$ cat config.mk
export PLATFORM = sky130hd
export DESIGN_NAME = transmitting
export DESIGN_NICKNAME = d
export VERILOG_FILES = /design/src/rtl/transmitting_pkg.sv /design/src/rtl/transmitting_bit_timer.sv /design/src/rtl/transmitting.sv
export SDC_FILE = /design/constraint.sdc
export NUM_CORES = 1
export LEC_CHECK = 0
export ABC_AREA = 1
export CORE_MARGIN = 4
export CORE_UTILIZATION = 30
export CTS_BUF_LIST = sky130_fd_sc_hd__clkbuf_8
export CTS_CLUSTER_DIAMETER = 40
export CTS_CLUSTER_SIZE = 24
export DETAILED_ROUTE_END_ITERATION = 16
export MAX_ROUTING_LAYER = met4
export SLEW_MARGIN = 25
export SYNTH_ARGS = -nofsm -noshare
export SYNTH_HDL_FRONTEND = slang
export SYNTH_SLANG_ARGS = --single-unit
$ cat constraint.sdc
create_clock -name clk -period 3.45 [get_ports clk]
set_input_delay 0.69 -clock clk [delete_from_list [all_inputs] [get_ports clk]]
set_output_delay 0.69 -clock clk [all_outputs]
set_load 0.02 [all_outputs]
$ cat src/rtl/transmitting_pkg.sv
// Shared constants and FSM encoding for the serial transmitter/receiver pair.
// Keeping these in one package prevents the two ends from drifting apart.
package transmitting_pkg;

    localparam int CLKS_PER_BIT = 16;
    localparam int DATA_BITS    = 7;
    localparam int FRAME_BITS   = 1 + DATA_BITS + 1 + 1;
    localparam int BIT_IDX_W    = 3;

    typedef enum logic [2:0] {
        ST_IDLE   = 3'd0,
        ST_START  = 3'd1,
        ST_DATA   = 3'd2,
        ST_PARITY = 3'd3,
        ST_STOP   = 3'd4
    } tx_state_e;

    // Even parity: the returned bit makes the total count of ones even.
    function automatic logic even_parity(input logic [DATA_BITS-1:0] d);
        return ^d;
    endfunction

endpackage

$ cat src/rtl/transmitting_bit_timer.sv
// Bit-period divider: counts 0..CLKS-1 and pulses tick on the last count.
// Held at zero while clear is high so a new frame always starts on a full bit.
module bit_timer #(
    parameter int CLKS = 16,
    localparam int CNT_W = (CLKS > 1) ? $clog2(CLKS) : 1
) (
    input  logic clk,
    input  logic rst_n,
    input  logic clear,
    output logic tick
);

    logic [CNT_W-1:0] cnt;

    assign tick = (cnt == CNT_W'(CLKS - 1));

    always_ff @(posedge clk or negedge rst_n) begin
        if (!rst_n) begin
            cnt <= '0;
        end else if (clear || tick) begin
            cnt <= '0;
        end else begin
            cnt <= cnt + CNT_W'(1);
        end
    end

endmodule

$ cat src/rtl/transmitting.sv
// Serial frame transmitter: start(0), 7 data bits LSB first, even parity, stop(1).
// All outputs come straight from flops; the next-value logic looks one state ahead.
//
//   state     | meaning
//   ----------+-----------------------------------------------
//   ST_IDLE   | line high, waiting for load
//   ST_START  | start bit (line low) for one bit period
//   ST_DATA   | data bit[bit_idx], LSB first
//   ST_PARITY | even-parity bit
//   ST_STOP   | stop bit (line high); exits to IDLE with charSent
module transmitting
    import transmitting_pkg::*;
(
    input  logic                 clk,
    input  logic                 reset,
    input  logic                 load,
    input  logic [DATA_BITS-1:0] data_in,
    output logic                 data_out,
    output logic                 busy,
    output logic                 charSent
);

    localparam logic [BIT_IDX_W-1:0] LAST_IDX = BIT_IDX_W'(DATA_BITS - 1);

    tx_state_e              state;
    tx_state_e              state_nxt;
    logic [DATA_BITS-1:0]   shreg;
    logic                   parity;
    logic [BIT_IDX_W-1:0]   bit_idx;
    logic [BIT_IDX_W-1:0]   bit_idx_nxt;
    logic                   tick;
    logic                   accept;
    logic                   data_out_nxt;
    logic                   busy_nxt;
    logic                   char_sent_nxt;

    assign accept = (state == ST_IDLE) && load;

    bit_timer #(
        .CLKS (CLKS_PER_BIT)
    ) u_bit_timer (
        .clk   (clk),
        .rst_n (reset),
        .clear (state == ST_IDLE),
        .tick  (tick)
    );

    always_ff @(posedge clk or negedge reset) begin
        if (!reset) begin
            state <= ST_IDLE;
        end else begin
            state <= state_nxt;
        end
    end

    always_comb begin
        state_nxt = state;
        case (state)
            ST_IDLE:   if (load) state_nxt = ST_START;
            ST_START:  if (tick) state_nxt = ST_DATA;
            ST_DATA:   if (tick && (bit_idx == LAST_IDX)) state_nxt = ST_PARITY;
            ST_PARITY: if (tick) state_nxt = ST_STOP;
            ST_STOP:   if (tick) state_nxt = ST_IDLE;
            default:   state_nxt = ST_IDLE;
        endcase
    end

    always_comb begin
        bit_idx_nxt = '0;
        if (state == ST_DATA) begin
            bit_idx_nxt = tick ? (bit_idx + BIT_IDX_W'(1)) : bit_idx;
        end
    end

    // Character and parity are latched once at accept; data_in is ignored afterwards.
    always_ff @(posedge clk or negedge reset) begin
        if (!reset) begin
            shreg   <= '0;
            parity  <= 1'b0;
            bit_idx <= '0;
        end else begin
            bit_idx <= bit_idx_nxt;
            if (accept) begin
                shreg  <= data_in;
                parity <= even_parity(data_in);
            end
        end
    end

    always_comb begin
        data_out_nxt  = 1'b1;
        busy_nxt      = (state_nxt != ST_IDLE);
        char_sent_nxt = (state == ST_STOP) && (state_nxt == ST_IDLE);
        case (state_nxt)
            ST_IDLE:   data_out_nxt = 1'b1;
            ST_START:  data_out_nxt = 1'b0;
            ST_DATA:   data_out_nxt = shreg[bit_idx_nxt];
            ST_PARITY: data_out_nxt = parity;
            ST_STOP:   data_out_nxt = 1'b1;
            default:   data_out_nxt = 1'b1;
        endcase
    end

    always_ff @(posedge clk or negedge reset) begin
        if (!reset) begin
            data_out <= 1'b1;
            busy     <= 1'b0;
            charSent <= 1'b0;
        end else begin
            data_out <= data_out_nxt;
            busy     <= busy_nxt;
            charSent <= char_sent_nxt;
        end
    end

endmodule

==> impl_metrics.py <==
metrics = {
    "setup_path": {
        "cp.depth": 1,
        "crit_path_start_kind": "flop",
        "reg2reg_slack_ns": 1.86,
        "cp_data_arrival_time_ns": 1.36,
        "critPathMaxFanout": 1,
        "cp_data_required_time_ns": 2.76,
        "cpMaxStageDelayCell": "clkdlybuf4s50_1",
        "crit_chain": "clkdlybuf4s50_1",
        "crit_type": "flop to output port",
        "end_kind": "output port",
        "cpPeakStageDelay_ns": 0.59,
        "timing.critical_path.buf_inv": 1,
        "ff2ff_path_depth": 8,
        "crit_family": "buffers and inverters",
    },
    "clock_tree": {
        "cts_sinks": 21,
        "clkLatencyLatePin_ns": 0.26,
        "clk_path_buf_depth": 2,
        "postCtsSetupBuffers": 0,
        "path_clk_slew_ns": 0.08,
        "hold_buffers": 0,
        "cts_htree_levels": 1,
        "clockRootBuffer": "clkbuf_8",
        "cts_tree": "yes",
        "cts_buffers": 3,
        "cts_resized": 0,
    },
    "drt": {
        "viasPerCell": 4.459,
        "first_pass_iters": 4,
        "vias": 825,
        "routedWlPerCell_um": 11.24,
        "drt_iter0_markers": 41,
        "drc": 0,
        "ant_nets": 0,
        "drt_wl_total_um": 2079,
    },
    "run": {
        "maxCapViolCount": 0,
    },
    "timing": {
        "finalHoldViolCount": 0,
        "max_slew_margin": 0.6858,
        "fin_skew_ns": 0.003129,
        "setup_tns_ns": 0,
        "rsz0062_at_grt": "no",
        "worst_pin_slew_ns": 0.4713,
        "finalCritPeriodShare": 0.5949,
        "setup_viol": 0,
        "drv_slew": 0,
        "period_minus_slack_ns": 2.052,
        "fmax_mhz": 487.3,
    },
    "yosys": {
        "ys_seq_area_frac": 0.4657,
        "synth_top_area_cell": "dfrtp_1",
        "syn_inst": 122,
        "async_reset_ff_frac": 1.000,
        "synthesis.nets": 135,
        "syn_area_sq_um": 1131,
        "synth.area.top_cells": "dfrtp_1 44%, nand2_1 6.3%, mux2_1 6.0%",
        "yosys_warnings": 0,
        "synth_commonest_cells": "20 x dfrtp_1, 19 x nand2_1, 15 x inv_1",
        "ys_ff_latch": 21,
        "synth-edff-count": 0,
        "syn_area_per_cell_sq_um": 9.271,
        "synth_cell_types": 23,
        "synth_most_common_cell": "dfrtp_1",
        "synth_top_area_share": 0.4425,
        "synth_ff_type": "dfrtp_1",
    },
    "pwr": {
        "p_per_area_nw_per_um2": 320.7,
        "max-vdd-ir-drop_mv": 0.1936,
        "p_leak_nw": 0.6892,
    },
    "global_routing": {
        "grt_max_degree": 22,
        "grt_pass1_vias": 899,
        "grt_antenna_before_repair": 0,
        "grt_pass1_wl_um": 3719,
        "grt-ovfl-total": 0,
        "grt_usage": 0.09750,
    },
    "final_layout": {
        "area_growth_pct": 19.03,
        "n_antenna_cell": 0,
        "drive_gt1_frac": 0.1533,
        "finalNetCount": 151,
        "final_util": 0.3677,
    },
    "floorplan": {
        "die_y_um": 69.40,
        "rows": 22,
        "dieArea_sq_um": 4816,
        "coreArea_sq_um": 3661,
        "io_pins": 13,
        "die_x_um": 69.40,
        "initial_core_util": 0.3090,
    },
    "worst_hold_path": {
        "min_path_type": "primary input to asynchronous set/reset pin",
    },
    "placed_design": {
        "port_buffers": 12,
        "place.gp.congestion": 0.8110,
        "dp_hpwl_um": 1628,
    },
    "outcome": {
        "status": "completed",
    },
}
[sequential cells by signal, indices dropped and copies added (netlist names)]
| register | cells |
|---|---|
| parity | 1 |
| state | 3 |
| busy | 1 |
| bit_idx | 3 |
| data_out | 1 |
| u_bit_timer.cnt | 4 |
| shreg | 7 |
| charSent | 1 |
[metal layers]
metal / share of wire / vias up / track usage
met4: 0.0048 / 0 / 0.02603
met1: 0.46 / 383 / 0.1131
met5: 0 / - / -
met3: 0.053 / 2 / 0.03623
met2: 0.48 / 17 / 0.1589
li1: - / 423 / -
[path summary, 6_finish.rpt]
check | start | end
max in group asynchronous | reset | data_out
hold / removal | reset | bit_idx[2]
hold reg to reg | u_bit_timer.cnt[0] | u_bit_timer.cnt[0]
setup reg to reg | u_bit_timer.cnt[0] | data_out
setup / recovery | data_out | data_out
min in group clk | u_bit_timer.cnt[0] | u_bit_timer.cnt[0]
[cell type report]
cell class                      count  area [sq um]
Clock buffer                        3         41.29
Clock inverter                      1         3.754
Fill cell                         377          2315
Inverter                           18         67.56
Multi-Input combinational cell     82         531.8
Sequential cell                    21         526.8
Tap cell                           48         60.06
Timing Repair Buffer               12         115.1
[power by group]
| part | internal (mW) | total (mW) | switching, mW |
|---|---|---|---|
| sequential | 0.246 | 0.246 | 0 |
| combinational | 0.0155 | 0.0276 | 0.0121 |
| clock | 0.0793 | 0.158 | 0.0787 |
[cells by family after synthesis]
group / synth area share
simple gates: 0.2777
fa+ha+maj: 0.03319
buf+inv: 0.06415
xor+xnor: 0.06195
mux: 0.05973
compound gates: 0.03761
flops: 0.4657
[metrics by stage]
step	std cells	instance area, sq um	power [mW]	hold WS (ns)	worst slack (ns)
CTS	185	1351	0.4369	0.4779	1.387
finish	185	1346	0.4317	0.3776	1.398
floorplan	122	1131	0.2616	0.3944	2.045
detailed placement	181	1306	0.2800	0.4676	1.393
global placement	181	1306	0.2790	0.4439	1.441
global route	185	1346	0.4515	0.4118	1.358
[layout by cell type (no fill, tap or decap), types with 3 or more instances in the layout]
cell type and count:
clkbuf_8 3, clkdlybuf4s50_1 11, dfrtp_1 20, ha_1 3
inv_1 16, mux2_1 6, nand2_1 19, nand2_2 3
nand3_1 11, nand3_2 5, nand4_1 4, nor2_1 11
nor2_4 4, xnor2_1 6
(Power assumes the default switching activity.)
